--- src/rtl/coa_pkg.sv ---
`default_nettype none
// ============================================================================
// Package  : coa_pkg
// Brief    : Shared constants and state encoding for the DBNZ loop controller.
// Revision : 1.0
// ============================================================================
package coa_pkg;

    localparam int c_default_width = 8;

    typedef enum logic [1:0] {
        IDLE = 2'd0,
        RUN  = 2'd1,
        DONE = 2'd2
    } loop_state_t;

endpackage : coa_pkg
`default_nettype wire

--- src/rtl/zero_det.sv ---
`default_nettype none
// ============================================================================
// Module   : zero_det
// Brief    : Combinational all-zero detector for a WIDTH-bit value.
// Revision : 1.0
// ============================================================================
module zero_det #(
    parameter int WIDTH = 8
) (
    input  logic [WIDTH-1:0] i_value,
    output logic             o_zero
);

    assign o_zero = (i_value == '0);

endmodule : zero_det
`default_nettype wire

--- src/rtl/dbnz_loop_ctrl.sv ---
`default_nettype none
// ============================================================================
// Module   : dbnz_loop_ctrl
// Brief    : Decrement-and-branch-if-nonzero loop controller (IDLE/RUN/DONE).
// Revision : 1.0
// ============================================================================
module dbnz_loop_ctrl
    import coa_pkg::*;
#(
    parameter int WIDTH = c_default_width
) (
    input  logic             clk,
    input  logic             rst,
    input  logic             load,
    input  logic [WIDTH-1:0] load_val,
    input  logic             step,
    output logic [WIDTH-1:0] count,
    output logic             busy,
    output logic             branch,
    output logic             done,
    output logic             zero
);

    loop_state_t      r_state;
    loop_state_t      w_state_next;
    logic [WIDTH-1:0] r_count;
    logic [WIDTH-1:0] w_count_next;
    logic [WIDTH-1:0] w_dec;
    logic             r_branch;
    logic             r_done;
    logic             w_branch_next;
    logic             w_done_next;
    logic             w_count_zero;
    logic             w_load_zero;
    logic             w_dec_zero;

    assign w_dec = r_count - WIDTH'(1);

    zero_det #(.WIDTH(WIDTH)) u_zero_count (
        .i_value (r_count),
        .o_zero  (w_count_zero)
    );

    zero_det #(.WIDTH(WIDTH)) u_zero_load (
        .i_value (load_val),
        .o_zero  (w_load_zero)
    );

    zero_det #(.WIDTH(WIDTH)) u_zero_dec (
        .i_value (w_dec),
        .o_zero  (w_dec_zero)
    );

    always_ff @(posedge clk) begin
        if (rst) begin
            r_state  <= IDLE;
            r_count  <= '0;
            r_branch <= 1'b0;
            r_done   <= 1'b0;
        end else begin
            r_state  <= w_state_next;
            r_count  <= w_count_next;
            r_branch <= w_branch_next;
            r_done   <= w_done_next;
        end
    end

    always_comb begin
        w_state_next  = r_state;
        w_count_next  = r_count;
        w_branch_next = 1'b0;
        w_done_next   = 1'b0;
        case (r_state)
            IDLE, RUN: begin
                // A load restarts the loop from either state and swallows any step.
                if (load) begin
                    w_count_next = load_val;
                    if (w_load_zero) begin
                        w_state_next = DONE;
                        w_done_next  = 1'b1;
                    end else begin
                        w_state_next = RUN;
                    end
                end else if ((r_state == RUN) && step) begin
                    w_count_next = w_dec;
                    if (w_dec_zero) begin
                        w_state_next = DONE;
                        w_done_next  = 1'b1;
                    end else begin
                        w_branch_next = 1'b1;
                    end
                end
            end
            DONE: begin
                w_state_next = IDLE;
            end
            default: begin
                w_state_next = IDLE;
            end
        endcase
    end

    assign count  = r_count;
    assign busy   = (r_state == RUN);
    assign branch = r_branch;
    assign done   = r_done;
    assign zero   = w_count_zero;

endmodule : dbnz_loop_ctrl
`default_nettype wire

--- config.mk ---
export PLATFORM = sky130hd
export DESIGN_NAME = dbnz_loop_ctrl
export DESIGN_NICKNAME = d
export VERILOG_FILES = /design/src/rtl/coa_pkg.sv /design/src/rtl/zero_det.sv /design/src/rtl/dbnz_loop_ctrl.sv
export SDC_FILE = /design/constraint.sdc
export NUM_CORES = 1
export LEC_CHECK = 0
export ABC_AREA = 1
export BUFFER_PORTS_ARGS = -buffer_cell sky130_fd_sc_hd__buf_2
export CAP_MARGIN = 5
export CORE_MARGIN = 2
export CORE_UTILIZATION = 40
export CTS_CLUSTER_DIAMETER = 120
export DETAILED_ROUTE_END_ITERATION = 8
export GPL_ROUTABILITY_DRIVEN = 0
export GPL_TIMING_DRIVEN = 0
export MAX_ROUTING_LAYER = met4
export PLACE_DENSITY = 0.68
export SYNTH_ARGS = -nofsm -noshare
export SYNTH_HDL_FRONTEND = slang
export SYNTH_SLANG_ARGS = --single-unit
export TNS_END_PERCENT = 20
--- constraint.sdc ---
create_clock -name clk -period 1.2 [get_ports clk]
set_input_delay 0.06 -clock clk [delete_from_list [all_inputs] [get_ports clk]]
set_output_delay 0.06 -clock clk [all_outputs]
set_load 0.03 [all_outputs]
==> metrics, run 1 <==
WL final=2080 um; Net Count, Synth=128; leak pwr=0.507 nW; clock sinks=12; most common cell after layout, fill and taps aside=buf_2; Cells on Worst Hold Path=2; PwrDens=1240 nW/um^2; fin crit share=1.22; Pre-antenna DRT Iters=4; n_diodes=0; vias after detailed routing=877; area delta synth->final=39.6%; status=finished with violations; Hold Path Class=in -> reg; vias in the first global route=735; slack of the critical path=-0.259 ns; r2r setup slk=-0.26 ns; pin count of the biggest net entering global routing=11; port buffer count=23; sequential area share after synthesis=0.314; post-DR wirelength/cell=12.3 um; worst-path fanout max=5; Finished Cell Area=1070 sq um; VDD IR max=639 uV; initial antenna violation count=0; final hold violations=0; syn avg cell area=6.77 sq um; Layout Skew=0.00512 ns; DPL Wire Length=1510 um; FF-to-FF Start=count[1]; Clock transition at path regs=0.08 ns; violated checks=negative setup slack; Critical Setup Path Class=reg -> reg; total placed instance area=948 sq um; max-slew violations=0; total CTS buffers=3; core area=1760 sq um; GR Overflow Total=0; Ports=24; ANT nets after route=0; Max Clk Rate=685 MHz; hold path endpoint=count[6]; Max-cap violations=0; FP Rows=15; worst-margin pin slew=0.367 ns; Die Area=2280 sq um; crit path DAT=1.63 ns; Initial Util=0.433; Rel. slew slack=0.753; DR vias/cell=5.19; CTS tree=built; dpl ws=-0.224 ns; drt drc=0; Worst EP required=1.38 ns; Placed Cells=161; quantity of hold-fixing buffers added after cts=0; unrepaired setup endpoints after global routing=true; Critical path origin=count[1]; H-tree level count=1; most frequent cells in the layout=buf_2 (24), nand2_1 (21), inv_1 (10), a21oi_1 (10); Setup crit end kind=flop; post-route setup TNS=-1.03 ns; final cell count without fillers=169; Mapped Area=764 sq um; Ys Warns=0; Synth Register Bits=12; die height=47.7 um; number of DRC markers in iteration 0=11; CP startpoint kind=flop; Final nets=160; Min Clock Period, post-route=1.46 ns; worst skew pair latency=0.28 ns; clock root buffer=clkbuf_4; total power=1.32 mW; share of layout cells above drive strength 1=0.472; Reg2Reg Depth=11; Final setup viols=8; min-delay src=rst; post-synthesis cell count=113; reg2reg end=r_state[0]; Die X=47.7 um; GR Util All Layers=0.210; clk buf depth=2; first-pass GRT wire length=3210 um; count of cell types in the netlist=21
## registers in the layout (all words and copies together), names as in the netlist
signal,cells
count,8
r_state,2
branch,1
done,1
## cell families after synthesis
logic type,count (synthesis),synth area share
AOI/OAI and AO/OA,25,0.190
DFF,12,0.314
adders and majority gates,3,0.0491
and+or+nand+nor,55,0.355
buffers and inverters,18,0.0917
## critical path, stage by stage, from the launching register on
cell and delay (ns):
dfxtp_4 0.37, inv_4 0.07, ha_4 0.17, inv_4 0.05, nand2_4 0.06, nand3_2 0.07
nor2_2 0.12, nand2_2 0.08, nor2_4 0.14, nand3_4 0.10, nand3_2 0.08, a21oi_2 0.05
## cells in the mapped netlist
cell / instances / area [sq um]
nand2_1: 24 / 90.1
a21oi_1: 13 / 65.1
dfxtp_1: 12 / 240
inv_1: 11 / 41.3
nand3_1: 8 / 40.0
nor2_1: 7 / 26.3
nand2_2: 6 / 37.5
inv_2: 5 / 18.8
o21ai_0: 5 / 25.0
a221oi_1: 4 / 35.0
ha_1: 3 / 37.5
nor2_2: 3 / 18.8
buf_2: 2 / 10.0
nor2_4: 2 / 22.5
nor4_1: 2 / 12.5
a31oi_1: 1 / 6.26
nand3_2: 1 / 10.0
nand3b_1: 1 / 7.51
nand4_1: 1 / 6.26
o21ai_1: 1 / 5.00
o21ai_2: 1 / 8.76
## power breakdown
part | leakage [nW] | internal, mW | switching [mW]
clock | 0.0210 | 0.185 | 0.147
combinational | 0.385 | 0.182 | 0.329
sequential | 0.101 | 0.433 | 0.0444
total | 0.507 | 0.800 | 0.521
## routing by layer
metal,share of wire,GRT usage,wire [um],up-vias
li1,-,-,-,439
met5,0,-,0,-
met1,0.45,0.257,926,409
met2,0.49,0.336,1030,25
met3,0.045,0.0340,93,4
met4,0.016,0.0973,33,0
## area by class of cell
| class | instances | area, sq um |
|---|---|---|
| Buffer | 2 | 10.0 |
| Clock buffer | 4 | 36.3 |
| Fill cell | 189 | 697 |
| Inverter | 16 | 67.6 |
| Multi-Input combinational cell | 83 | 524 |
| Sequential cell | 12 | 250 |
| Tap cell | 25 | 31.3 |
| Timing Repair Buffer | 27 | 148 |
## worst max path at each step
stage	endpoint	slack [ns]
detailed placement	r_state[0]	-0.22
CTS	r_state[0]	-0.21
global placement	r_state[0]	-0.20
floorplan	r_state[0]	-0.14
global route	r_state[0]	-0.32
finish	r_state[0]	-0.26
## metrics by stage
step	hold WS, ns	utilization
detailed placement	0.303	0.538
floorplan	0.131	-
finish	0.0104	0.605
global route	0.0149	0.605
global placement	0.303	0.538
CTS	0.00713	0.576
## repair_timing
action / CTS / global route
pin swaps: 4 / 6
setup buffers: 2 / 2
resized for setup: 4 / 9
endpoints found under the setup margin: 7 / 10
No activity file was read; power rests on OpenSTA's default activity.
==> inputs of run 2 (changes only) <==
--- a/config.mk
+++ b/config.mk
@@ -14,6 +14,7 @@
 export DETAILED_ROUTE_END_ITERATION = 8
 export GPL_ROUTABILITY_DRIVEN = 0
 export GPL_TIMING_DRIVEN = 0
+export HOLD_SLACK_MARGIN = 0.12
 export MAX_ROUTING_LAYER = met4
 export PLACE_DENSITY = 0.68
 export SYNTH_ARGS = -nofsm -noshare
==> run 2 against run 1 <==
Net effect: the flow still finishes with violations (negative setup slack); register-to-register slack barely moved; via count increased by 2.2%; setup slack about the same; utilization up 2.8 points; global-route usage grew 0.55 points; maximum frequency is essentially flat; worst hold slack improved by 0.11 ns; clock power is essentially flat; sequential share of layout area shrank 1.1 points; cell count grew 3.0%; clock-buffer cell count did not move.
==> metrics, run 2 (synthesis gave the netlist of run 1 again) <==
H-tree level count=1; vias in the first global route=783; leak pwr=0.528 nW; WL final=2120 um; post-route setup TNS=-1.04 ns; Fillers=182; most frequent cells in the layout=buf_2 (24), nand2_1 (21), inv_1 (10), a21oi_1 (10); port buffer count=23; CP startpoint kind=flop; GR Overflow Total=0; Clock transition at path regs=0.08 ns; number of DRC markers in iteration 0=11; core area=1760 sq um; total CTS buffers=3; die height=47.7 um; PwrDens=1190 nW/um^2; most common cell after layout, fill and taps aside=buf_2; drt drc=0; status=finished with violations; reg2reg end=r_state[0]; clock sinks=12; fin crit share=1.22; worst-path fanout max=5; Final setup viols=8; Ports=24; initial antenna violation count=0; Layout Skew=0.00512 ns; pin count of the biggest net entering global routing=11; DR WL met2=1060 um; total power=1.33 mW; Critical path origin=count[1]; Pre-antenna DRT Iters=4; share of layout cells above drive strength 1=0.456; max-slew violations=0; GR Util All Layers=0.216; DR top layer=met4; Critical Setup Path Class=reg -> reg; final hold violations=0; Initial Util=0.433; Rel. slew slack=0.752; ANT nets after route=0; Max-cap violations=0; worst skew pair latency=0.28 ns; met1 WL=945 um; DPL Wire Length=1510 um; VDD IR max=639 uV; Max Clk Rate=685 MHz; DR vias/cell=5.15; first-pass GRT wire length=3310 um; post-DR wirelength/cell=12.2 um; met3 WL=83 um; Die X=47.7 um; FF-to-FF Start=count[1]; worst-margin pin slew=0.369 ns; max FFs per register=8; violated checks=negative setup slack; Final nets=165; clock root buffer=clkbuf_4; dpl ws=-0.224 ns; Die Area=2280 sq um; unrepaired setup endpoints after global routing=true; crit path DAT=1.63 ns; slack of the critical path=-0.259 ns; Worst EP required=1.38 ns; n_diodes=0; Reg2Reg Depth=11; min-delay src=load_val[2]; r2r setup slk=-0.26 ns; Setup crit end kind=flop; clk buf depth=2; area delta synth->final=46.2%; FP Rows=15; CTS tree=built; vias after detailed routing=896; Hold Path Class=in -> reg; Min Clock Period, post-route=1.46 ns; CP Capture Point=r_state[0]
==> run 2: changes by cell type in the layout (fill, tap and decap cells not counted) <==
cell           previous run  this run
dlygate4sd3_1             0         5
==> run 2: per-layer routing <==
layer  up-vias  global-route usage
li1        449                   -
met1       418               0.255
met2        25               0.357
met3         4              0.0340
met4         0              0.0973
met5         -                   -
==> run 2: final cells by class <==
class / instances / area, sq um / share of cell area
inverter: 16 / 67.6 / 0.0605
buffer: 2 / 10.0 / 0.00896
timing repair buffer: 32 / 198 / 0.177
sequential: 12 / 250 / 0.224
multi-input combinational: 83 / 524 / 0.469
tap: 25 / 31.3 / 0.0280
clock buffer: 4 / 36.3 / 0.0325
==> run 2: worst min path at each step <==
| stage | endpoint | slack, ns | cells after the start |
|---|---|---|---|
| floorplan | count[3] | 0.13 | 1 |
| global placement | count[3] | 0.30 | 2 |
| detailed placement | count[3] | 0.30 | 2 |
| CTS | count[2] | 0.12 | 3 |
| global route | count[4] | 0.16 | 3 |
| finish | count[2] | 0.12 | 3 |
==> run 2: what timing repair did <==
item | 4_1_cts | 5_1_grt
hold buffers | 5 | 0
setup endpoints to repair | 7 | 10
endpoints found under the hold margin | 7 | 0
resized for setup | 4 | 9
setup buffers | 2 | 2
pin swaps | 4 | 6
==> run 2: critical path, cell delays in order (launching register included) <==
cell	delay, ns
dfxtp_4	0.37
inv_4	0.07
ha_4	0.17
inv_4	0.05
nand2_4	0.06
nand3_2	0.07
nor2_2	0.12
nand2_2	0.08
nor2_4	0.14
nand3_4	0.10
nand3_2	0.08
a21oi_2	0.05
==> run 2: power by group <==
part / switching (mW) / total [mW] / internal (mW)
sequential: 0.0443 / 0.478 / 0.433
combinational: 0.332 / 0.524 / 0.193
clock: 0.147 / 0.331 / 0.185
total: 0.523 / 1.33 / 0.811
==> run 2: per-stage QoR <==
stage,hold WS (ns),instances,area [sq um],util
after floorplan,0.131,113,802,-
after global routing,0.159,174,1120,0.633
final,0.116,174,1120,0.633
after CTS,0.121,172,1070,0.604
after global placement,0.303,161,948,0.538
after detailed placement,0.303,161,948,0.538
